<file path="src/rtl/gate_alu_arbiter.sv">
// Two-requester arbiter around one registered bitwise gate unit (IDLE -> EXEC -> RESP).
// Define GATE_ARB_FIXED_PRIO_EN for fixed req0 priority; default is round-robin.
module gate_alu_arbiter #(
  parameter int unsigned WIDTH = 8
) (
  input  logic             clk,
  input  logic             rst_n,
  input  logic             req0_valid,
  output logic             req0_ready,
  input  logic [2:0]       req0_op,
  input  logic [WIDTH-1:0] req0_a,
  input  logic [WIDTH-1:0] req0_b,
  input  logic             req1_valid,
  output logic             req1_ready,
  input  logic [2:0]       req1_op,
  input  logic [WIDTH-1:0] req1_a,
  input  logic [WIDTH-1:0] req1_b,
  output logic             rsp_valid,
  input  logic             rsp_ready,
  output logic             rsp_id,
  output logic [WIDTH-1:0] rsp_y,
  output logic             busy
);

  typedef enum logic [1:0] {StIdle, StExec, StResp} state_e;

  state_e           r_state;
  state_e           w_state_next;
  logic             r_last_grant;
  logic [2:0]       r_op;
  logic [WIDTH-1:0] r_a;
  logic [WIDTH-1:0] r_b;
  logic             r_id;
  logic             r_rsp_valid;
  logic             r_rsp_id;
  logic [WIDTH-1:0] r_rsp_y;
  logic [WIDTH-1:0] w_gate_y;
  logic             w_grant0;
  logic             w_grant1;
  logic             w_accept;

  // Grants are suppressed while reset is asserted so no ready leaks out.
  always_comb begin
    w_grant0 = 1'b0;
    w_grant1 = 1'b0;
    if (r_state == StIdle && rst_n) begin
`ifdef GATE_ARB_FIXED_PRIO_EN
      if (req0_valid) begin
        w_grant0 = 1'b1;
      end else if (req1_valid) begin
        w_grant1 = 1'b1;
      end
`else
      if (req0_valid && req1_valid) begin
        w_grant0 = r_last_grant;
        w_grant1 = ~r_last_grant;
      end else if (req0_valid) begin
        w_grant0 = 1'b1;
      end else if (req1_valid) begin
        w_grant1 = 1'b1;
      end
`endif
    end
  end

  assign w_accept = w_grant0 | w_grant1;

  always_comb begin
    w_state_next = r_state;
    case (r_state)
      StIdle:  if (w_accept) w_state_next = StExec;
      StExec:  w_state_next = StResp;
      StResp:  if (rsp_ready) w_state_next = StIdle;
      default: w_state_next = StIdle;
    endcase
  end

  always_comb begin
    w_gate_y = '0;
    case (r_op)
      3'd0:    w_gate_y = r_a & r_b;
      3'd1:    w_gate_y = ~(r_a & r_b);
      3'd2:    w_gate_y = r_a | r_b;
      3'd3:    w_gate_y = ~(r_a | r_b);
      3'd4:    w_gate_y = r_a ^ r_b;
      3'd5:    w_gate_y = ~(r_a ^ r_b);
      3'd6:    w_gate_y = ~r_a;
      default: w_gate_y = '0;
    endcase
  end

  always_ff @(posedge clk) begin
    if (!rst_n) begin
      r_state <= StIdle;
    end else begin
      r_state <= w_state_next;
    end
  end

  always_ff @(posedge clk) begin
    if (!rst_n) begin
      r_last_grant <= 1'b1;
      r_op         <= '0;
      r_a          <= '0;
      r_b          <= '0;
      r_id         <= 1'b0;
      r_rsp_valid  <= 1'b0;
      r_rsp_id     <= 1'b0;
      r_rsp_y      <= '0;
    end else begin
      if (w_accept) begin
        r_op         <= w_grant1 ? req1_op : req0_op;
        r_a          <= w_grant1 ? req1_a  : req0_a;
        r_b          <= w_grant1 ? req1_b  : req0_b;
        r_id         <= w_grant1;
        r_last_grant <= w_grant1;
      end
      if (r_state == StExec) begin
        r_rsp_y     <= w_gate_y;
        r_rsp_id    <= r_id;
        r_rsp_valid <= 1'b1;
      end
      if (r_state == StResp && rsp_ready) begin
        r_rsp_valid <= 1'b0;
      end
    end
  end

  assign req0_ready = w_grant0;
  assign req1_ready = w_grant1;
  assign rsp_valid  = r_rsp_valid;
  assign rsp_id     = r_rsp_id;
  assign rsp_y      = r_rsp_y;
  assign busy       = (r_state != StIdle);

endmodule

</file>
<file path="config.mk">
export PLATFORM = sky130hd
export DESIGN_NAME = gate_alu_arbiter
export DESIGN_NICKNAME = d
export VERILOG_FILES = /design/src/rtl/gate_alu_arbiter.sv
export SDC_FILE = /design/constraint.sdc
export NUM_CORES = 1
export LEC_CHECK = 0
export CORE_MARGIN = 3
export CORE_UTILIZATION = 51
export CTS_BUF_LIST = sky130_fd_sc_hd__clkbuf_8
export CTS_CLUSTER_SIZE = 8
export DETAILED_ROUTE_END_ITERATION = 8
export GPL_TIMING_DRIVEN = 0
export PLACE_DENSITY = 0.94
export SETUP_SLACK_MARGIN = 0.2
export SLEW_MARGIN = 20
export SYNTH_ARGS = -nofsm -noshare
export SYNTH_HDL_FRONTEND = slang
export SYNTH_SLANG_ARGS = --single-unit
</file>
<file path="constraint.sdc">
create_clock -name clk -period 1.8 [get_ports clk]
set_input_delay 0.27 -clock clk [delete_from_list [all_inputs] [get_ports clk]]
set_output_delay 0.27 -clock clk [all_outputs]
set_load 0.005 [all_outputs]
</file>
==> flow_summary.yaml, run 1 <==
status:
  outcome: "completed"
worst_setup_path:
  path_cells: "inv_1 > ha_1 > or4bb_1 > o211ai_1 > a21oi_1 > o21ai_1"
  critical_path_required_ns: 2.02
  critical_path.slowest_cell: "or4bb_1"
  startpoint: "r_a[1]$_SDFFE_PN0P_"
  timing.setup.critical_path_class: "flop to flop"
  timing.reg2reg.setup_slack_ns: 0.18
  maximum_cell_stage_delay_along_the_critical_path_ns: 0.51
  worst-path-max-fanout: 4
  worstReg2RegEnd: "rsp_y[1]$_SDFFE_PN0N_"
  setup.worst_path.start_class: "flop"
  worstReg2RegStart: "r_a[1]$_SDFFE_PN0P_"
  arrival_ns: 1.84
  critPathCaptureType: "flop"
  r2r_cells: 6
grt:
  global_route.overflow_total: 0
  grt_util_met3: 0.0477
  initial_antenna_violation_count: 0
  grt_first_pass_wirelength_mm: 9.52
  grt_util_met1: 0.309
  grt_pass1_vias: 2080
  grt_max_degree: 11
  groute.layer.met2.usage: 0.379
  grt_use_total: 0.235
  global_route.peak_usage_layer: "met2"
yosys:
  post-synth-top-area-cell: "dfxtp_1"
  ys_top_cells_by_area: "dfxtp_1 30%, mux2i_1 12%, ha_1 9.2%, a21oi_1 7.6%, or4bb_1 6.2%"
  syn_area_per_cell_sq_um: 8.38
  async_reset_ff_frac: 0
  synthDominantCellAreaShare: 0.303
  number_of_enable_flip_flop_cells_after_synthesis: 0
  synthFlopType: "dfxtp_1"
  yosys_register_bits: 33
  synthesis.nets: 319
  yosysUniqueCellTypes: 34
  yosysSeqAreaShare: 0.303
  synth_common_cells: "33 x a21oi_1, 33 x dfxtp_1, 26 x mux2i_1"
  mappedNetlistArea_sq_mm: 0.00218
  synthesis.instances: 260
  synth-warning-count: 0
drt:
  detailedRoute.firstPassIterationCount: 4
  post_drt_wl_per_cell_um: 17.1
  postRouteWirelength_mm: 6.57
  antenna_left: 0
  avgViaCountPerCell: 5.82
  initialDrtViolationCount: 157
  route.detailed.drc: 0
  detailroute.via_count: 2229
floorplanning:
  floorplan.die.width_um: 71.4
  design.die.area_sq_mm: 0.00509
  starting_density_of_the_core: 0.537
  num_io_pins: 56
  fp.dieH_um: 71.4
  core_sq_mm: 0.00406
  floorplan.rows: 23
timing:
  timing_hold_violations_final: 0
  grt_setup_unrepaired: "true"
  fin_tns_setup_ns: 0
  worst_hold_margin_ns: 0.443
  min_period_ns: 1.62
  slew-limit-headroom: 0.741
  number_of_max_slew_violations_in_the_final_report: 0
  fmax_mhz: 619
  period_share: 0.898
  setup_viol: 0
  fin_worst_skew_ns: 0.00702
  max_slew.worst_pin.slew_ns: 0.389
power_and_ir_drop:
  ir_worst_vdd_mv: 0.540
  share_seq_of_total_power: 0.406
  part_of_the_power_in_the_clock_network: 0.261
  internal_power_uw: 1470
  p_total_uw: 2140
  total_switching_power_uw: 670
  power.switching_fraction: 0.313
  combinationalPowerShare: 0.333
  power.leakage_uw: 0.00131
  power_density_mw_per_mm2: 686
finish:
  fin_nets: 392
  antennaDiodeCount: 0
  area_delta_synth_final_pct: 43.1
  layout.filler_cells: 250
  seq_area_sq_um: 688
  area_taken_by_multi_input_logic_gates_sq_mm: 0.00146
  end_of_flow_core_utilization: 0.768
  fraction_of_layout_instances_using_a_drive_strength_above_1: 0.228
clocking:
  root_buffer: "clkbuf_8"
  clk_path_buf_depth: 2
  postCtsHoldBufs: 0
  clk-insertion-delay-late_ns: 0.29
  cts_tree: "built"
  clock_sinks: 33
  clock_tree.htree_level_count: 2
  clkSlewWorstSetupHoldPaths_ns: 0.07
  cts_made_buffers: 5
place:
  gp_congestion: 0.916
  portBuffers: 55
  hpwlAfterDp_mm: 4.15
run:
  drv_cap: 0
hold_path:
  hold_path.class: "flop to flop"
  timing.hold.worst.start: "rsp_y[1]$_SDFFE_PN0N_"
  hold_worst_path_end: "rsp_y[1]$_SDFFE_PN0N_"
  hold_depth: 2
metal layers:
metal | wire length [um] | vias to the layer above
met4 | 149 | 0
met2 | 3310 | 99
met3 | 424 | 15
met5 | 0 | -
li1 | - | 1069
met1 | 2690 | 1046
how the worst max path moves through the flow:
stage / to / slack, ns
detailed placement: req1_ready / -0.66
floorplan: rsp_y[7]$_SDFFE_PN0N_ / 0.36
finish: rsp_y[1]$_SDFFE_PN0N_ / 0.18
global route: rsp_y[1]$_SDFFE_PN0N_ / 0.14
CTS: req1_ready / 0.17
global placement: req1_ready / -0.63
per-stage QoR:
step           cells  setup WS [ns]  area, sq um
2_1_floorplan    260          0.364         2180
3_3_place_gp     365         -0.628         2790
3_5_place_dp     365         -0.659         2790
4_1_cts          376          0.170         2940
5_1_grt          383          0.141         3120
6_report         383          0.184         3120
cell usage in the layout (no fill, tap or decap), types with 3 or more instances in the layout:
cell | Yosys | final
clkbuf_8 | 0 | 6
or4bb_1 | 12 | 12
dfxtp_1 | 33 | 17
mux2i_1 | 26 | 26
nor2b_1 | 8 | 8
clkdlybuf4s50_1 | 0 | 51
clkbuf_2 | 0 | 4
nand2b_1 | 8 | 8
ha_4 | 0 | 5
nand2_1 | 18 | 18
a21oi_1 | 33 | 30
buf_4 | 4 | 16
ha_1 | 16 | 11
dfxtp_4 | 0 | 3
o21ai_0 | 22 | 22
buf_2 | 9 | 5
clkbuf_4 | 0 | 4
o211ai_1 | 13 | 13
a21oi_2 | 0 | 3
inv_1 | 21 | 15
inv_2 | 0 | 6
dfxtp_2 | 0 | 13
o21ai_1 | 10 | 10
power by group through the flow:
stage | Clock [uW] | Combinational (uW) | Sequential (uW)
detailed placement | 0 | 578 | 873
floorplan | 0 | 354 | 854
finish | 558 | 712 | 869
CTS | 557 | 602 | 859
global placement | 0 | 555 | 867
global route | 589 | 777 | 873
state kept, by name (all words and copies together), names as in the netlist:
register / flops
r_op: 3
rsp_valid: 1
rsp_y: 8
r_b: 8
r_id: 1
r_state: 2
r_a: 8
r_last_grant: 1
rsp_id: 1
what timing repair did:
| action | in CTS | in global routing |
|---|---|---|
| setup endpoints to repair | 27 | 21 |
| gates cloned | 0 | 0 |
| buffers inserted | 4 | 8 |
| gates resized for setup | 23 | 41 |
| pin swaps | 2 | 17 |
| hold endpoints to repair | 0 | 0 |
layout make-up:
| class | instances | share of cell area |
|---|---|---|
| well taps | 50 | 0.0201 |
| repair buffers | 67 | 0.201 |
| clock buffers | 6 | 0.0265 |
| inverters | 21 | 0.0265 |
| multi-input cells | 187 | 0.467 |
| plain buffers | 18 | 0.0373 |
| clock inverters | 1 | 0.00120 |
| flip-flops and latches | 33 | 0.221 |
cells by family (layout without fill, tap and decap cells):
group / Yosys count / count (layout) / synth area share
AO/OA/AOI/OAI: 86 / 86 / 0.225
AND/OR/NAND/NOR: 59 / 59 / 0.180
buffers and inverters: 40 / 113 / 0.0809
adder cells (fa/ha/maj): 16 / 16 / 0.0918
flip-flops: 33 / 33 / 0.303
multiplexers: 26 / 26 / 0.119
worst max-delay path, delay by kind of cell, from the launching register on:
| kind | cells | cell delay, ns |
|---|---|---|
| AND/OR/NAND/NOR | 1 | 0.51 |
| adder cells (fa/ha/maj) | 1 | 0.29 |
| AO/OA/AOI/OAI | 3 | 0.32 |
| buffers and inverters | 1 | 0.06 |
| flip-flops | 1 | 0.37 |
(Power assumes the default switching activity.)
==> inputs of run 2 (changes only) <==
--- a/config.mk
+++ b/config.mk
@@ -11,7 +11,7 @@
 export CTS_CLUSTER_SIZE = 8
 export DETAILED_ROUTE_END_ITERATION = 8
 export GPL_TIMING_DRIVEN = 0
-export PLACE_DENSITY = 0.94
+export PLACE_DENSITY = 0.86
 export SETUP_SLACK_MARGIN = 0.2
 export SLEW_MARGIN = 20
 export SYNTH_ARGS = -nofsm -noshare
==> run 2 against run 1 <==
Effect of this change: wire length is 13% lower; hold slack improved by 0.0016 ns; clock-buffer cell count fell by 1; critical path depth unchanged; cell count shrank 1.0%; maximum frequency decreased by 0.16%; sequential share of layout area grew 0.44 points; non-clock buffer count decreased by 5; clock skew fell by 0.00060 ns; combinational power decreased by 9.4%; via count decreased by 3.0%; core utilization down 1.9 points.
==> flow_summary.yaml, run 2 (synthesis results as in run 1) <==
status:
  outcome: "completed"
clocking:
  cts_tree: "built"
  clkSlewWorstSetupHoldPaths_ns: 0.07
  clock_tree.htree_level_count: 2
  cts_made_buffers: 5
  postCtsHoldBufs: 0
  clk-insertion-delay-late_ns: 0.29
  clk_path_buf_depth: 2
  clock_sinks: 33
  root_buffer: "clkbuf_8"
finish:
  layout.filler_cells: 320
  final_cell_mix: "51 x clkdlybuf4s50_1, 32 x a21oi_1, 25 x mux2i_1, 22 x o21ai_0, 22 x dfxtp_1"
  area_taken_by_multi_input_logic_gates_sq_mm: 0.00141
  area_delta_synth_final_pct: 39.5
  fraction_of_layout_instances_using_a_drive_strength_above_1: 0.164
  seq_area_sq_um: 684
  final_common_cell: "clkdlybuf4s50_1"
  antennaDiodeCount: 0
  fin_nets: 387
  end_of_flow_core_utilization: 0.749
worst_setup_path:
  critPathCaptureType: "output port"
  critical_path_required_ns: 1.53
  setup.worst_path.start_class: "flop"
  arrival_ns: 1.35
  timing.setup.critical_path_class: "flop to output port"
  worst-path-max-fanout: 6
power_and_ir_drop:
  power.leakage_uw: 0.00127
  p_total_uw: 2060
  power_density_mw_per_mm2: 678
  ir_worst_vdd_mv: 0.501
floorplanning:
  num_io_pins: 56
  design.die.area_sq_mm: 0.00509
  floorplan.rows: 23
  starting_density_of_the_core: 0.537
  floorplan.die.width_um: 71.4
  core_sq_mm: 0.00406
  fp.dieH_um: 71.4
place:
  portBuffers: 55
  gp_congestion: 0.884
  hpwlAfterDp_mm: 3.99
drt:
  route.detailed.drc: 0
  initialDrtViolationCount: 109
  avgViaCountPerCell: 5.71
  detailroute.via_count: 2163
  detailedRoute.firstPassIterationCount: 4
  postRouteWirelength_mm: 5.74
  post_drt_wl_per_cell_um: 15.1
  antenna_left: 0
timing:
  min_period_ns: 1.62
  setup_viol: 0
  max_slew.worst_pin.slew_ns: 0.392
  fmax_mhz: 618
  period_share: 0.899
  timing_hold_violations_final: 0
  number_of_max_slew_violations_in_the_final_report: 0
  worst_hold_margin_ns: 0.445
  slew-limit-headroom: 0.739
  grt_setup_unrepaired: "true"
  fin_worst_skew_ns: 0.00642
grt:
  grt_use_total: 0.233
  grt_max_degree: 12
  global_route.overflow_total: 0
  grt_pass1_vias: 2078
  initial_antenna_violation_count: 0
  grt_first_pass_wirelength_mm: 9.56
run:
  drv_cap: 0
hold_path:
  hold_path.class: "primary input to flop"
[run 2: cell count changes in the layout (fill, tap and decap cells not counted), moves of 2 or more]
cell and delta:
a21oi_1 +2, dfxtp_1 +5, dfxtp_2 -6, clkinv_2 +2, a21oi_2 -2, clkbuf_2 -2
inv_2 -5, buf_4 -7, inv_1 +5, ha_1 +3, buf_6 +3, ha_4 -3
[run 2: area by class of cell]
| class | count | share of cell area |
|---|---|---|
| Multi-Input combinational cell | 187 | 0.463 |
| Sequential cell | 33 | 0.225 |
| Timing Repair Buffer | 61 | 0.196 |
| Buffer | 19 | 0.0407 |
| Inverter | 21 | 0.0259 |
| Clock buffer | 5 | 0.0226 |
| Tap cell | 50 | 0.0206 |
| Clock inverter | 3 | 0.00576 |
[run 2: where the power goes]
part           internal [uW]  switching (uW)
clock network            267             290
logic                    339             306
registers                799            61.9
total                   1400             658
[run 2: path summary, 6_finish.rpt]
kind                           start                 endpoint  slack (ns)  cells past startpoint
min reg2reg    rsp_y[3]$_SDFFE_PN0N_    rsp_y[3]$_SDFFE_PN0N_        0.44                      2
min                            rst_n  r_state[1]$_SDFFE_PN0P_        0.44                      2
max reg2reg      r_b[2]$_SDFFE_PN0P_    rsp_y[2]$_SDFFE_PN0N_        0.21                      6
max          r_state[1]$_SDFFE_PN0P_               req1_ready        0.18                      6
[run 2: metal layers]
layer,global-route usage,up-vias,part of all wire
met5,0,-,0
met4,0.0752,0,0.019
met3,0.0547,10,0.067
met2,0.389,76,0.49
met1,0.297,1014,0.42
li1,-,1063,-
[run 2: metrics by stage]
stage	setup TNS (ns)	cells	setup WS [ns]	instance area (sq um)
after detailed placement	-6.17	365	-0.703	2790
after CTS	0	378	0.173	2940
after floorplan	0	260	0.364	2180
after global placement	-5.28	365	-0.645	2790
final	0	379	0.181	3040
after global routing	0	379	0.115	3040
[run 2: timing repair]
item / CTS / global route
pin swaps: 2 / 6
setup buffers: 5 / 1
gates resized for setup: 23 / 30
setup endpoints to repair: 25 / 20
[run 2: worst max-delay path, stage by stage, from the launching register on]
cell	delay, ns
dfxtp_4	0.37
nor3b_4	0.22
buf_6	0.13
nand3_4	0.08
buf_8	0.13
inv_2	0.04
buf_6	0.08
